File: src/rtl/divisor_pkg.sv
// Shared types and helpers for the sequential restoring divider.
package divisor_pkg;

    typedef enum logic [1:0] {
        IDLE = 2'd0,
        RUN  = 2'd1,
        FIX  = 2'd2,
        DONE = 2'd3
    } state_t;

    // Counter width able to hold the value WIDTH itself.
    function automatic int cnt_w(input int width);
        return $clog2(width + 1);
    endfunction

endpackage

File: src/rtl/divisor_absneg.sv
// Conditional two's-complement negate; the MIN pattern maps to itself and is read
// as the unsigned magnitude 2^(WIDTH-1) by the caller.
module divisor_absneg #(
    parameter int WIDTH = 32
) (
    input  logic [WIDTH-1:0] val_i,
    input  logic             neg_i,
    output logic [WIDTH-1:0] val_o
);

    assign val_o = neg_i ? -val_i : val_i;

endmodule

File: src/rtl/divisor_seq.sv
// Sequential restoring divider, one quotient bit per clock, optional signed mode
// and divide-by-zero flag, with an init/ready handshake.
module divisor_seq
    import divisor_pkg::*;
#(
    parameter int WIDTH     = 32,
    parameter bit SIGNED_EN = 1'b1
) (
    input  logic             clk,
    input  logic             reset,
    input  logic             init,
    input  logic             signed_op,
    input  logic [WIDTH-1:0] DV_in,
    input  logic [WIDTH-1:0] DR_in,
    output logic             busy,
    output logic             ready,
    output logic [WIDTH-1:0] result,
    output logic [WIDTH-1:0] mod,
    output logic             div_zero
);

    localparam int CW = cnt_w(WIDTH);

    state_t           state_q, state_d;
    logic [WIDTH-1:0] a_q, a_d;
    logic [WIDTH-1:0] dv_q, dv_d;
    logic [WIDTH-1:0] dr_q, dr_d;
    logic [WIDTH-1:0] quo_q, quo_d;
    logic [CW-1:0]    cnt_q, cnt_d;
    logic             sdv_q, sdv_d;
    logic             sq_q, sq_d;
    logic             dz_q, dz_d;
    logic             busy_q, busy_d;
    logic             ready_q, ready_d;
    logic [WIDTH-1:0] result_q, result_d;
    logic [WIDTH-1:0] mod_q, mod_d;
    logic             div_zero_q, div_zero_d;

    logic             neg_dv, neg_dr;
    logic [WIDTH-1:0] dv_mag, dr_mag, quo_fix, rem_fix;
    logic [WIDTH:0]   a_shift;
    logic [WIDTH-1:0] a_sub;
    logic             ge;

    generate
        if (SIGNED_EN) begin : g_signed
            assign neg_dv = signed_op & DV_in[WIDTH-1];
            assign neg_dr = signed_op & DR_in[WIDTH-1];
        end else begin : g_unsigned
            assign neg_dv = 1'b0;
            assign neg_dr = 1'b0;
        end
    endgenerate

    divisor_absneg #(.WIDTH(WIDTH)) u_dv_mag (.val_i(DV_in), .neg_i(neg_dv), .val_o(dv_mag));
    divisor_absneg #(.WIDTH(WIDTH)) u_dr_mag (.val_i(DR_in), .neg_i(neg_dr), .val_o(dr_mag));
    divisor_absneg #(.WIDTH(WIDTH)) u_quo_fix (.val_i(quo_q), .neg_i(sq_q), .val_o(quo_fix));
    divisor_absneg #(.WIDTH(WIDTH)) u_rem_fix (.val_i(a_q), .neg_i(sdv_q), .val_o(rem_fix));

    // The partial remainder always stays below the divisor, so only the trial value
    // needs the extra bit; the difference is exact in WIDTH bits.
    assign a_shift = {a_q, dv_q[WIDTH-1]};
    assign ge      = a_shift >= {1'b0, dr_q};
    assign a_sub   = a_shift[WIDTH-1:0] - dr_q;

    always_comb begin
        state_d    = state_q;
        a_d        = a_q;
        dv_d       = dv_q;
        dr_d       = dr_q;
        quo_d      = quo_q;
        cnt_d      = cnt_q;
        sdv_d      = sdv_q;
        sq_d       = sq_q;
        dz_d       = dz_q;
        busy_d     = busy_q;
        ready_d    = ready_q;
        result_d   = result_q;
        mod_d      = mod_q;
        div_zero_d = div_zero_q;
        case (state_q)
            IDLE: begin
                if (init) begin
                    sdv_d   = neg_dv;
                    sq_d    = neg_dv ^ neg_dr;
                    dv_d    = dv_mag;
                    dr_d    = dr_mag;
                    quo_d   = '0;
                    cnt_d   = CW'(WIDTH);
                    busy_d  = 1'b1;
                    ready_d = 1'b0;
                    if (DR_in == '0) begin
                        // Remainder path re-applies the dividend sign, giving DV_in back.
                        dz_d    = 1'b1;
                        a_d     = dv_mag;
                        state_d = FIX;
                    end else begin
                        dz_d    = 1'b0;
                        a_d     = '0;
                        state_d = RUN;
                    end
                end
            end
            RUN: begin
                a_d   = ge ? a_sub : a_shift[WIDTH-1:0];
                dv_d  = {dv_q[WIDTH-2:0], 1'b0};
                quo_d = {quo_q[WIDTH-2:0], ge};
                cnt_d = cnt_q - CW'(1);
                if (cnt_q == CW'(1)) begin
                    state_d = FIX;
                end
            end
            FIX: begin
                result_d   = dz_q ? '1 : quo_fix;
                mod_d      = rem_fix;
                div_zero_d = dz_q;
                busy_d     = 1'b0;
                ready_d    = 1'b1;
                state_d    = DONE;
            end
            DONE: begin
                state_d = IDLE;
            end
            default: begin
                state_d = IDLE;
            end
        endcase
    end

    always_ff @(posedge clk) begin
        if (reset) begin
            state_q    <= IDLE;
            a_q        <= '0;
            dv_q       <= '0;
            dr_q       <= '0;
            quo_q      <= '0;
            cnt_q      <= '0;
            sdv_q      <= 1'b0;
            sq_q       <= 1'b0;
            dz_q       <= 1'b0;
            busy_q     <= 1'b0;
            ready_q    <= 1'b0;
            result_q   <= '0;
            mod_q      <= '0;
            div_zero_q <= 1'b0;
        end else begin
            state_q    <= state_d;
            a_q        <= a_d;
            dv_q       <= dv_d;
            dr_q       <= dr_d;
            quo_q      <= quo_d;
            cnt_q      <= cnt_d;
            sdv_q      <= sdv_d;
            sq_q       <= sq_d;
            dz_q       <= dz_d;
            busy_q     <= busy_d;
            ready_q    <= ready_d;
            result_q   <= result_d;
            mod_q      <= mod_d;
            div_zero_q <= div_zero_d;
        end
    end

    assign busy     = busy_q;
    assign ready    = ready_q;
    assign result   = result_q;
    assign mod      = mod_q;
    assign div_zero = div_zero_q;

endmodule

File: config.mk
export PLATFORM = sky130hd
export DESIGN_NAME = divisor_seq
export DESIGN_NICKNAME = d
export VERILOG_FILES = /design/src/rtl/divisor_pkg.sv /design/src/rtl/divisor_absneg.sv /design/src/rtl/divisor_seq.sv
export SDC_FILE = /design/constraint.sdc
export NUM_CORES = 1
export LEC_CHECK = 0
export CORE_AREA = 2 2 147 149
export DETAILED_ROUTE_END_ITERATION = 6
export DIE_AREA = 0 0 149 151
export PLACE_DENSITY = 0.83
export SLEW_MARGIN = 40
export SYNTH_ARGS = -nofsm -noshare
export SYNTH_HDL_FRONTEND = slang
export SYNTH_SLANG_ARGS = --single-unit
export TNS_END_PERCENT = 5
File: constraint.sdc
create_clock -name clk -period 6.39 [get_ports clk]
set_clock_uncertainty 0.15 [all_clocks]
set_input_delay 0.639 -clock clk [delete_from_list [all_inputs] [get_ports clk]]
set_output_delay 0.639 -clock clk [all_outputs]
set_load 0.05 [all_outputs]
### After elaboration in Yosys (flattened, before gate mapping)

Index checks and enable logic that the tools add are counted.

* output and inout port bits: 67
* register bits: 206
* logic and storage cells: 62
* bits of input ports: 68

* bitwise operators: 3
* reduce and logical (&&, ||, !) cells: 8
* equality and inequality tests: 6
* muxes and demuxes: 24
* $lt $le $gt $ge: 1
* $add $sub $neg: 6

Operator list (count)
* $mux W32: 10
* $pmux W32 S2: 3
* $neg A32 Y32: 4
* $ge A33 B32 Y1: 1
* $logic_not A32 Y1: 1
* $sub A32 B32 Y32: 1
* $pmux W6 S2: 1
* $pmux W2 S4: 1
* $reduce_and A2 Y1: 4
* $eq A6 B1 Y1 const B: 1
* $mux W2: 3
* $mux W6: 1
* $sub A6 B1 Y6 const B: 1
* $eq A2 B2 Y1 const B: 2
* $ne A2 B2 Y1 const B: 2
* $pmux W1 S2: 2
* $reduce_bool A2 Y1: 2
* $mux W1: 3
* $and A1 B1 Y1: 2
* $eq A2 B1 Y1 const B: 1
* $logic_not A2 Y1: 1
* $xor A1 B1 Y1: 1

### Depth between registers and ports, before layout

Gate-level depths: netlist (run 1).

* depth after elaboration: 5
* mapped depth: 14
* mapped depth without buffers: 13

### By module

From an unflattened synthesis (run 1), not the netlist that was laid out.

* cell total of the unflattened synthesis: 1636
* area, all modules: 13100.1 um^2

By module, submodules not included
* divisor_seq: seq. area each 4124.0 um^2, area an instance 10032.1 um^2, times used 1, cells each 1204
* divisor_absneg: seq. area each 0.0 um^2, area an instance 767.0 um^2, times used 4, cells each 108

### Least setup slack after synthesis (run 1)

Ideal clock, no wire load.

* path type: in2reg
* start point: input port DR_in[0]
* end point: register a_q[1]
* setup slack: 3146 ps
* setup time: 86 ps
* arrival: 3009 ps
* data required time: 6154 ps
* path buffers: 1
* cell stages on the path: 11
* cell sequence: inv_1 -> ha_1 -> nor4b_1 -> and2_1 -> nand3_1 -> nor3_2 -> nand2_1 -> or4_1 -> clkbuf_1 -> o221a_2 -> a211oi_1

* cells in the longest elaborated chain, start to end: 4

RTL lines
* start: declaration: RTL line divisor_seq.sv:14 `input logic [WIDTH-1:0] DR_in,`
* $logic_not A32 Y1: RTL line divisor_seq.sv:92 `if (DR_in == '0) begin`
* $mux W32: RTL line divisor_seq.sv:92
* $mux W32: RTL line divisor_seq.sv:83 `if (init) begin`
* $pmux W32 S2: RTL line divisor_seq.sv:81 `case (state_q)`
* end signal: assignment: RTL line divisor_seq.sv:133 `a_q <= '0;`
* end signal: assignment: RTL line divisor_seq.sv:148 `a_q <= a_d;`
* end: declaration: RTL line divisor_seq.sv:25 `logic [WIDTH-1:0] a_q, a_d;`

No other way between the ends. The select of a mux whose other input is x is not followed.
A chain may end at the register's enable or synchronous reset.

### Worst setup path after layout (run 1)

* start point: register a_q[13]
* end point: register a_q[26]

* cells in the longest elaborated chain, start to end: 3
* elaborated cells on any way between the ends: 4
* classes of those cells: add/sub (1); order compare (1); mux (2)

RTL lines
* $sub A32 B32 Y32 / $ge A33 B32 Y1 (equally long branches): RTL line divisor_seq.sv:64, divisor_seq.sv:63
* $mux W32 *: RTL line divisor_seq.sv:105 `a_d = ge ? a_sub : a_shift[WIDTH-1:0];`
* $pmux W32 S2 *: RTL line divisor_seq.sv:81

Every way passes the cells marked *; elsewhere a longest branch is shown, timed or not.

==> results of run 1 <==
per-layer routing:
layer	up-vias	share of wire, %	track usage, %
li1	5856	-	-
met1	5568	44	40.5
met2	496	47	50.7
met3	59	7.4	3.77
met4	0	2.3	8.05
met5	-	0	0
power groups by stage:
stage               Combinational, mW  Sequential [mW]  Clock, mW
floorplan                        3.35             2.31          0
global placement                 4.83             2.01          0
detailed placement               4.95             2.03          0
CTS                              4.99             2.00       1.36
global route                     5.53             2.05       1.42
finish                           5.07             2.01       1.35
stage by stage:
stage | util, % | instance area [µm²]
global route | 70.3 | 14600
CTS | 70.3 | 14600
floorplan | - | 12400
detailed placement | 66.6 | 13900
finish | 70.3 | 14600
global placement | 66.2 | 13800
final cells by class:
type | instances | area share (%)
timing repair buffer | 147 | 10.1
multi-input combinational | 1228 | 52.3
clock buffer | 32 | 4.36
sequential | 206 | 28.2
inverter | 69 | 1.77
clock inverter | 8 | 0.932
tap | 275 | 2.35
logic make-up after synthesis:
family	after synthesis	share of synthesized area, %
simple gates	541	19.8
fa+ha+maj	42	4.31
xor+xnor	142	10.1
flops	206	33.4
compound gates	468	24.2
buf+inv	172	5.25
mux	35	3.03
worst max-delay path by stage:
stage                                       to  slack, ps  cells after the start
after floorplan            a_q[1]$_SDFFE_PP0P_       3150                     11
final                     a_q[26]$_SDFFE_PP0P_       2340                     11
after global placement     a_q[1]$_SDFFE_PP0P_       1990                     11
after global routing      a_q[17]$_SDFFE_PP0P_       2010                     11
after detailed placement   a_q[1]$_SDFFE_PP0P_       2000                     11
after CTS                 a_q[28]$_SDFFE_PP0P_       2450                     12
synth_stat cells, drive strengths merged, types with 3 or more instances:
library cell	instances	area (µm²)
a211o	3	26.3
a211oi	70	526
a21boi	4	30.0
a21o	8	60.1
a21oi	109	546
a221oi	5	43.8
a22oi	33	248
a311oi	6	52.6
a31oi	6	37.5
and2	8	50.1
and3	6	37.5
buf	14	56.3
clkbuf	89	334
dfxtp	206	4120
ha	41	513
inv	69	259
mux2	19	214
mux2i	16	160
nand2	158	593
nand2b	7	51.3
nand3	11	55.1
nand4	10	62.6
nor2	223	837
nor2b	7	43.8
nor3	47	240
nor4	15	106
o211ai	17	128
o21a	3	22.5
o21ai	113	566
o21bai	4	30.0
o22ai	32	200
o31ai	26	209
o41ai	15	139
or2	4	27.5
or3	22	153
or4	14	113
xnor2	74	648
xor2	68	596
registers in the layout, summed over array words and instances, names as in the netlist, 2 cells and up:
| signal | flops |
|---|---|
| dr_q | 32 |
| mod | 32 |
| quo_q | 32 |
| result | 32 |
| dv_q | 32 |
| state_q | 2 |
| cnt_q | 6 |
| a_q | 32 |
critical path: stages, from the launching register on:
cell       delay [ps]
dfxtp_1           540
ha_1              390
a211oi_1          380
o211ai_1          170
a221oi_1          370
o22ai_1           140
nor2_1            420
o2111ai_4         370
buf_4             360
mux2_2            330
a21oi_1           190
nor3_1             70
layout by cell type, fill, tap and decap left out, types with 17 or more instances in the layout:
cell type,instances
a22oi_1,33
nand2_1,158
xnor2_1,74
a21oi_1,109
o211ai_1,17
o22ai_1,32
a211oi_1,70
clkbuf_16,22
dfxtp_1,205
o31ai_1,25
ha_1,39
inv_1,68
mux2_2,19
o21ai_0,108
xor2_1,68
clkdlybuf4s50_1,133
nor2_1,222
nor3_1,46
or3_1,19
==> qor.yml, run 1 <==
start_util_pct: 59.4
reg2reg_from: "a_q[13]$_SDFFE_PP0P_"
synthArstFlopShare_pct: 0
worstMarginPinSlew_ps: 827
layout.area.seq_um2: 4130
critPathLaunchType: "flop"
grt_usage_pct: 30.0
instances_no_fill: 1965
maxSlewHeadroom_pct: 44.8
vias: 12000
ys_ff_latch: 206
wl_mm: 34.3
hp-start: "dv_q[20]$_SDFFE_PP0P_"
synth-edff-count: 0
drtAntennaViolNets: 0
final-setup-viol-count: 0
rsz0062_at_grt: "false"
clkSlewWorstSetupHoldPaths_ps: 70
fillers: 1716
yosysSeqAreaShare_pct: 33.4
gp_congestion: 0.960
p_per_area_nw_per_um2: 576
cts_buffer_depth: 3
hold_class: "flop to flop"
die_area_um2: 22500
finalSetupTns_ps: 0
power_frac_seq_pct: 23.9
synth_fp_nets: 1716
setup.worst_path.class: "flop to flop"
r2r_cells: 11
first_iter_violations: 1040
crit_fanout: 26
clkPwrFrac_pct: 16.0
area_growth_pct: 18.4
syn_area_um2: 12400
avgSynthCellArea_um2: 7.70
wl_per_cell_um: 17.5
design.core.area_um2: 20800
gr-total-overflow: 0
die_w_um: 149
r2r_slack_ps: 2340
max_freq_mhz: 247
cts_hold_buf: 0
holdWs_ps: 302
cts_resized: 0
antenna_cells: 0
port-buffer-count: 134
cts_buffers: 22
fin_nets: 1784
r2r-end: "a_q[26]$_SDFFE_PP0P_"
grt_max_degree: 118
dpl_worst_slack_ps: 2000
final_hold_viol_count: 0
num_rows: 53
htreeDepth: 1
setup_ws_ps: 2340
cts_setup_buffers: 0
hpwl_mm: 25.1
peakVddDrop_mv: 0.279
via_per_inst: 6.10
io_pins: 135
drt_drc_violations_left: 0
cp.required_ps: 6610
cap_violations: 0
grt_pass1_wl_mm: 55.2
leakagePower_nw: 5.44
min_to: "dv_q[20]$_SDFFE_PP0P_"
dieHeight_um: 151
antenna_found_initial: 0
slew_viol_final: 0
grt_pass1_vias: 10800
total_power_mw: 8.44
min_path_cells: 2
worstSetupStartpoint: "a_q[13]$_SDFFE_PP0P_"
finalCritPeriodShare_pct: 63.3
ys.flop_type: "dfxtp_1"
status: "completed"
synthDistinctLibCells: 67
p_sw_mw: 4.00
clkSinkCount: 206
drt_pass1_iterations: 5
cts_tree: "built"
internal_power_mw: 4.44
worstSetupEndpointType: "flop"
multi_input_area_um2: 7650
drive_above_1_share_pct: 5.62
cts_root_buf: "clkbuf_16"
min_period_ps: 4050
placedCellCount: 1925
synth_cells: 1606
combPwrFrac_pct: 60.1
crit_arrival_ps: 4270
swShare_pct: 47.4
yosysWarnings: 0
clk_latency_ps: 520
Note: power is estimated with default switching activity, not from simulation.
==> run 2, diff against run 1 <==
--- a/config.mk
+++ b/config.mk
@@ -5,10 +5,10 @@
 export SDC_FILE = /design/constraint.sdc
 export NUM_CORES = 1
 export LEC_CHECK = 0
-export CORE_AREA = 2 2 147 149
+export CORE_AREA = 2 2 150 152
 export DETAILED_ROUTE_END_ITERATION = 6
-export DIE_AREA = 0 0 149 151
-export PLACE_DENSITY = 0.83
+export DIE_AREA = 0 0 152 154
+export PLACE_DENSITY = 0.8
 export SLEW_MARGIN = 40
 export SYNTH_ARGS = -nofsm -noshare
 export SYNTH_HDL_FRONTEND = slang
==> constraint.sdc (replaced) <==
create_clock -name clk -period 4.2 [get_ports clk]
set_clock_uncertainty 0.15 [all_clocks]
set_input_delay 0.42 -clock clk [delete_from_list [all_inputs] [get_ports clk]]
set_output_delay 0.42 -clock clk [all_outputs]
set_load 0.05 [all_outputs]
==> run 2 against run 1 <==
Against the previous run:
- via count increased by 0.46%
- combinational power increased by 60%
- non-clock buffer count increased by 23
- register-to-register slack got worse by 1800 ps
- critical path depth increased by 1
- critical path type unchanged
- setup slack got worse by 1800 ps
- fmax increased by 11%
- clock power increased by 61%
- design area increased by 1.8%
- die area increased by 4.0%
==> qor.yml, run 2 (synthesis results as in run 1) <==
gp_congestion: 0.957  # -0.39%
drtAntennaViolNets: 0  # unchanged
setup_ws_ps: 539  # -1800 ps
dieHeight_um: 154  # +2.0%
drt_drc_violations_left: 0  # unchanged
reg2reg_from: "dr_q[28]$_SDFFE_PP0P_"
cp_top_family: "compound AO/OA/AOI/OAI gates"
r2r-end: "a_q[5]$_SDFFE_PP0P_"
r2r_slack_ps: 540  # -1800 ps
cp.depth: 12  # +1
hold_class: "input port to flop"
grt_usage_pct: 28.8  # -1.2 points
io_pins: 135  # unchanged
design.core.area_um2: 21700  # +4.2%
cts_root_buf: "clkbuf_16"
grt_pass1_wl_mm: 56.4  # +2.1%
grt_pass1_vias: 11200  # +3.3%
slew_viol_final: 0  # unchanged
first_iter_violations: 936  # -10%
antenna_cells: 0  # unchanged
die_area_um2: 23400  # +4.0%
cts_tree: "built"
peakVddDrop_mv: 0.417  # +49%
final_hold_viol_count: 0  # unchanged
area_growth_pct: 20.5
hpwl_mm: 25.7  # +2.6%
layout.area.seq_um2: 4130  # about the same
p_per_area_nw_per_um2: 885  # +54%
total_power_mw: 13.2  # +56%
setup.worst_path.class: "flop to flop"
leakagePower_nw: 5.60  # +3.0%
fillers: 1813  # +5.7%
fin_area_um2: 14900  # +1.8%
multi_input_area_um2: 7650  # unchanged
clk_latency_ps: 530  # about the same
hp-start: "reset"
htreeDepth: 1  # unchanged
worstSetupEndpointType: "flop"
finalCritPeriodShare_pct: 87.2  # +24 points
cts_resized: 0  # unchanged
start_util_pct: 57.0  # -2.4 points
max_freq_mhz: 273  # +11%
maxSlewHeadroom_pct: 46.3  # +1.5 points
placed_cell_area_um2: 14000  # +1.3%
crit_end: "a_q[5]$_SDFFE_PP0P_"
postLayoutCoreUtil_pct: 68.7  # -1.6 points
grt_max_degree: 144  # +22%
clkSlewWorstSetupHoldPaths_ps: 60  # about the same
cap_violations: 0  # unchanged
worstMarginPinSlew_ps: 802  # -25.4 ps
drt_pass1_iterations: 5  # unchanged
final_common_cell: "nor2_1"
min_period_ps: 3660  # -385 ps
wl_per_cell_um: 17.7  # +1.2%
final_cell_mix: "nor2_1 (222), dfxtp_1 (204), nand2_1 (158), clkdlybuf4s50_1 (133), a21oi_1 (109)"
cts_buffer_depth: 3  # unchanged
critPathMaxStageDelay_ps: 520  # -20 ps
cts_buffers: 24  # +9.1%
cp.required_ps: 4450  # -2160 ps
r2r_cells: 12  # +1
crit_arrival_ps: 3910  # -360 ps
path_buf_inv: 2  # +1
worstSetupStartpoint: "dr_q[28]$_SDFFE_PP0P_"
crit_fanout: 8  # -69%
drive_above_1_share_pct: 6.94  # +1.3 points
cts_setup_buffers: 0  # unchanged
via_per_inst: 6.03  # -1.1%
status: "completed"
finalSetupTns_ps: 0  # unchanged
critPathLaunchType: "flop"
dpl_worst_slack_ps: 307  # -1690 ps
final-setup-viol-count: 0  # unchanged
num_rows: 54  # +1.9%
clkSinkCount: 206  # unchanged
slowest_stage: "o41ai_1"
die_w_um: 152  # +2.0%
rsz0062_at_grt: "false"
vias: 12000  # +0.46%
fin_nets: 1809  # +1.4%
antenna_found_initial: 0  # unchanged
gr-total-overflow: 0  # unchanged
port-buffer-count: 134  # unchanged
crit_path_cell_trace: "inv_1 -> ha_1 -> nand3_1 -> nor2_1 -> nand4_1 -> o41ai_1 -> nand2_1 -> o2111ai_4 -> buf_4 -> mux2_2 -> a211oi_1 -> nor3_1"
cts_hold_buf: 0  # unchanged
wl_mm: 35.3  # +2.7%
[run 2: cell count changes in the layout (fill, tap and decap cells not counted), moves of 2 or more]
cell	previous run	this run
buf_16	0	2
clkinv_2	1	3
buf_8	3	1
clkbuf_16	22	24
clkbuf_8	6	3
buf_4	8	31
[run 2: worst min-delay path by stage]
stage / slack [ps] / cells after the start / to
4_1_cts: 290 / 2 / busy$_SDFFE_PP0P_
2_1_floorplan: 280 / 2 / dr_q[18]$_SDFFE_PP0P_
6_report: 120 / 2 / dr_q[18]$_SDFFE_PP0P_
3_5_place_dp: 290 / 2 / dv_q[19]$_SDFFE_PP0P_
3_3_place_gp: 290 / 2 / dv_q[16]$_SDFFE_PP0P_
5_1_grt: 130 / 2 / dr_q[11]$_SDFFE_PP0P_
[run 2: layer usage]
| metal | track usage (%) | share of wire [%] | routed length, µm | vias up |
|---|---|---|---|---|
| met3 | 4.65 | 6.9 | 2420 | 67 |
| li1 | - | - | - | 5916 |
| met4 | 9.70 | 3.1 | 1080 | 0 |
| met1 | 38.5 | 44 | 15600 | 5627 |
| met5 | 0 | 0 | 0 | - |
| met2 | 47.4 | 46 | 16100 | 424 |
[run 2: worst reg2reg max path: cells and delay by family (launching register included)]
kind,cells,cell delay (ps)
buffers and inverters,2,330
multiplexers,1,360
AND/OR/NAND/NOR,5,930
AO/OA/AOI/OAI,3,1000
adder cells (fa/ha/maj),1,410
flip-flops,1,350
[run 2: power by group]
part / switching, mW / internal, mW / total, mW / leakage, nW
Clock: 0.830 / 1.35 / 2.18 / 0.404
Combinational: 4.92 / 3.17 / 8.09 / 3.51
Sequential: 0.424 / 2.50 / 2.92 / 1.69
Total: 6.17 / 7.02 / 13.2 / 5.60
[run 2: final cells by class]
class,count,share of cell area (%)
clock buffers,33,4.46
inverters,69,1.74
flip-flops and latches,206,27.7
clock inverters,9,1.07
repair buffers,170,11.3
multi-input cells,1228,51.4
well taps,280,2.35
[run 2: stage by stage]
step / hold WS, ps / std cells
floorplan: 282 / 1606
global placement: 289 / 1951
detailed placement: 295 / 1952
CTS: 294 / 1994
global route: 127 / 1995
finish: 121 / 1995
==> run 3, diff against run 2 <==
--- a/config.mk
+++ b/config.mk
@@ -6,11 +6,10 @@
 export NUM_CORES = 1
 export LEC_CHECK = 0
 export CORE_AREA = 2 2 150 152
+export CTS_CLUSTER_DIAMETER = 120
 export DETAILED_ROUTE_END_ITERATION = 6
 export DIE_AREA = 0 0 152 154
 export PLACE_DENSITY = 0.8
-export SLEW_MARGIN = 40
 export SYNTH_ARGS = -nofsm -noshare
 export SYNTH_HDL_FRONTEND = slang
 export SYNTH_SLANG_ARGS = --single-unit
-export TNS_END_PERCENT = 5
==> run 3 against run 2 <==
Against the previous run:
- design area is 0.88% lower
- global-route usage is 0.14 points higher
- setup slack worse by 19 ps
- largest cell class unchanged
- fmax is 0.52% lower
- first-iteration DRC count is 10% higher
- utilization is 0.61 points lower
- sequential share of layout area is 0.23 points higher
- critical endpoint unchanged
- register-to-register slack worse by 20 ps
- critical path depth stayed put
- sequential power hardly changed
- count of clock-buffer cells in the layout is 3 lower
- non-clock buffer count is 2 lower
==> qor.yml, run 3 (synthesis results as in run 1) <==
status: "completed"
cts_setup_buffers: 0  # unchanged
port-buffer-count: 134  # unchanged
cts_tree: "built"
design.core.area_um2: 21700  # unchanged
cts_resized: 0  # unchanged
finalSetupTns_ps: 0  # unchanged
crit_fanout: 8  # unchanged
drive_above_1_share_pct: 6.78  # -0.16 points
p_per_area_nw_per_um2: 878  # -0.82%
wl_per_cell_um: 17.5  # -0.81%
area_growth_pct: 19.4
wl_mm: 34.9  # -0.96%
cts_root_buf: "clkbuf_16"
hold_class: "flop to flop"
final_common_cell: "nor2_1"
worstSetupEndpointType: "flop"
num_rows: 54  # unchanged
drt_pass1_iterations: 7  # +2
grt_usage_pct: 28.9  # +0.14 points
final-setup-viol-count: 0  # unchanged
gp_congestion: 0.957  # unchanged
worstMarginPinSlew_ps: 1150  # +353 ps
slew_viol_final: 0  # unchanged
critPathLaunchType: "flop"
drt_drc_violations_left: 0  # unchanged
grt_pass1_wl_mm: 56.8  # +0.77%
instances_no_fill: 1992  # -0.15%
io_pins: 135  # unchanged
cts_hold_buf: 0  # unchanged
crit_arrival_ps: 3890  # -20 ps
max_freq_mhz: 272  # -0.52%
fillers: 1854  # +2.3%
clkSlewWorstSetupHoldPaths_ps: 60  # about the same
clk_latency_ps: 530  # about the same
finalCritPeriodShare_pct: 87.6  # +0.46 points
antenna_found_initial: 0  # unchanged
cts_buffer_depth: 3  # unchanged
maxSlewHeadroom_pct: 23.0  # -23 points
final_cell_mix: "nor2_1 (222), dfxtp_1 (206), nand2_1 (158), clkdlybuf4s50_1 (133), a21oi_1 (109)"
min_period_ps: 3680  # +19.2 ps
htreeDepth: 1  # unchanged
hpwl_mm: 25.6  # -0.50%
fin_nets: 1806  # -0.17%
cap_violations: 0  # unchanged
antenna_cells: 0  # unchanged
r2r_cells: 12  # unchanged
peakVddDrop_mv: 0.601  # +44%
vias: 11900  # -1.3%
cts_buffers: 23  # -4.2%
drtAntennaViolNets: 0  # unchanged
dieHeight_um: 154  # unchanged
rsz0062_at_grt: "false"
placedCellCount: 1951  # -0.051%
gr-total-overflow: 0  # unchanged
grt_pass1_vias: 11200  # -0.0089%
die_area_um2: 23400  # unchanged
leakagePower_nw: 5.54  # -1.2%
via_per_inst: 5.96  # -1.1%
final_hold_viol_count: 0  # unchanged
die_w_um: 152  # unchanged
setup.worst_path.class: "flop to flop"
min_path_cells: 2  # unchanged
clkSinkCount: 206  # unchanged
grt_max_degree: 144  # unchanged
cp.required_ps: 4410  # -40 ps
start_util_pct: 57.0  # unchanged
first_iter_violations: 1031  # +10%
[run 3: stage by stage]
step	power, mW	area (µm²)	hold WS, ps	utilization (%)	setup WS (ps)
detailed placement	10.8	14000	295	64.6	288
CTS	12.9	14800	303	68.1	567
global placement	10.7	14000	289	64.6	437
finish	13.0	14800	300	68.1	520
floorplan	8.62	12400	282	-	1080
global route	13.8	14800	314	68.1	262
[run 3: routing by layer]
metal | vias to the layer above | global-route usage, % | share of wire [%] | routed length [µm]
met5 | - | 0 | 0 | 0
met4 | 0 | 9.26 | 2.9 | 1020
met3 | 59 | 4.17 | 7.1 | 2470
met2 | 413 | 47.8 | 46 | 16000
met1 | 5493 | 39.1 | 44 | 15400
li1 | 5913 | - | - | -
[run 3: power breakdown]
| group | internal [mW] | leakage [nW] | total (mW) | switching [mW] |
|---|---|---|---|---|
| combinational | 3.14 | 3.49 | 8.01 | 4.87 |
| clock | 1.20 | 0.369 | 2.03 | 0.831 |
| sequential | 2.50 | 1.68 | 2.92 | 0.424 |
[run 3: final cells by class]
class	instances	area, µm²	share of cell area (%)
well taps	280	350	2.37
clock buffers	30	642	4.35
flip-flops and latches	206	4120	27.9
multi-input cells	1228	7650	51.8
clock inverters	11	120	0.813
inverters	69	259	1.75
repair buffers	168	1620	11.0
[run 3: worst paths after layout]
kind | from | to | slack (ps)
hold / removal | dv_q[19]$_SDFFE_PP0P_ | dv_q[19]$_SDFFE_PP0P_ | 300
setup / recovery | dr_q[28]$_SDFFE_PP0P_ | a_q[5]$_SDFFE_PP0P_ | 520
setup reg to reg | dr_q[28]$_SDFFE_PP0P_ | a_q[5]$_SDFFE_PP0P_ | 520
hold reg to reg | dv_q[19]$_SDFFE_PP0P_ | dv_q[19]$_SDFFE_PP0P_ | 300
[run 3: critical path, cell delays in order (launching register included)]
cell       delay [ps]
dfxtp_1           350
inv_1              90
ha_1              410
nand3_1           130
nor2_1            300
nand4_1           200
o41ai_1           550
nand2_1           200
o2111ai_4         230
buf_4             240
mux2_2            350
a211oi_1          240
nor3_1             80
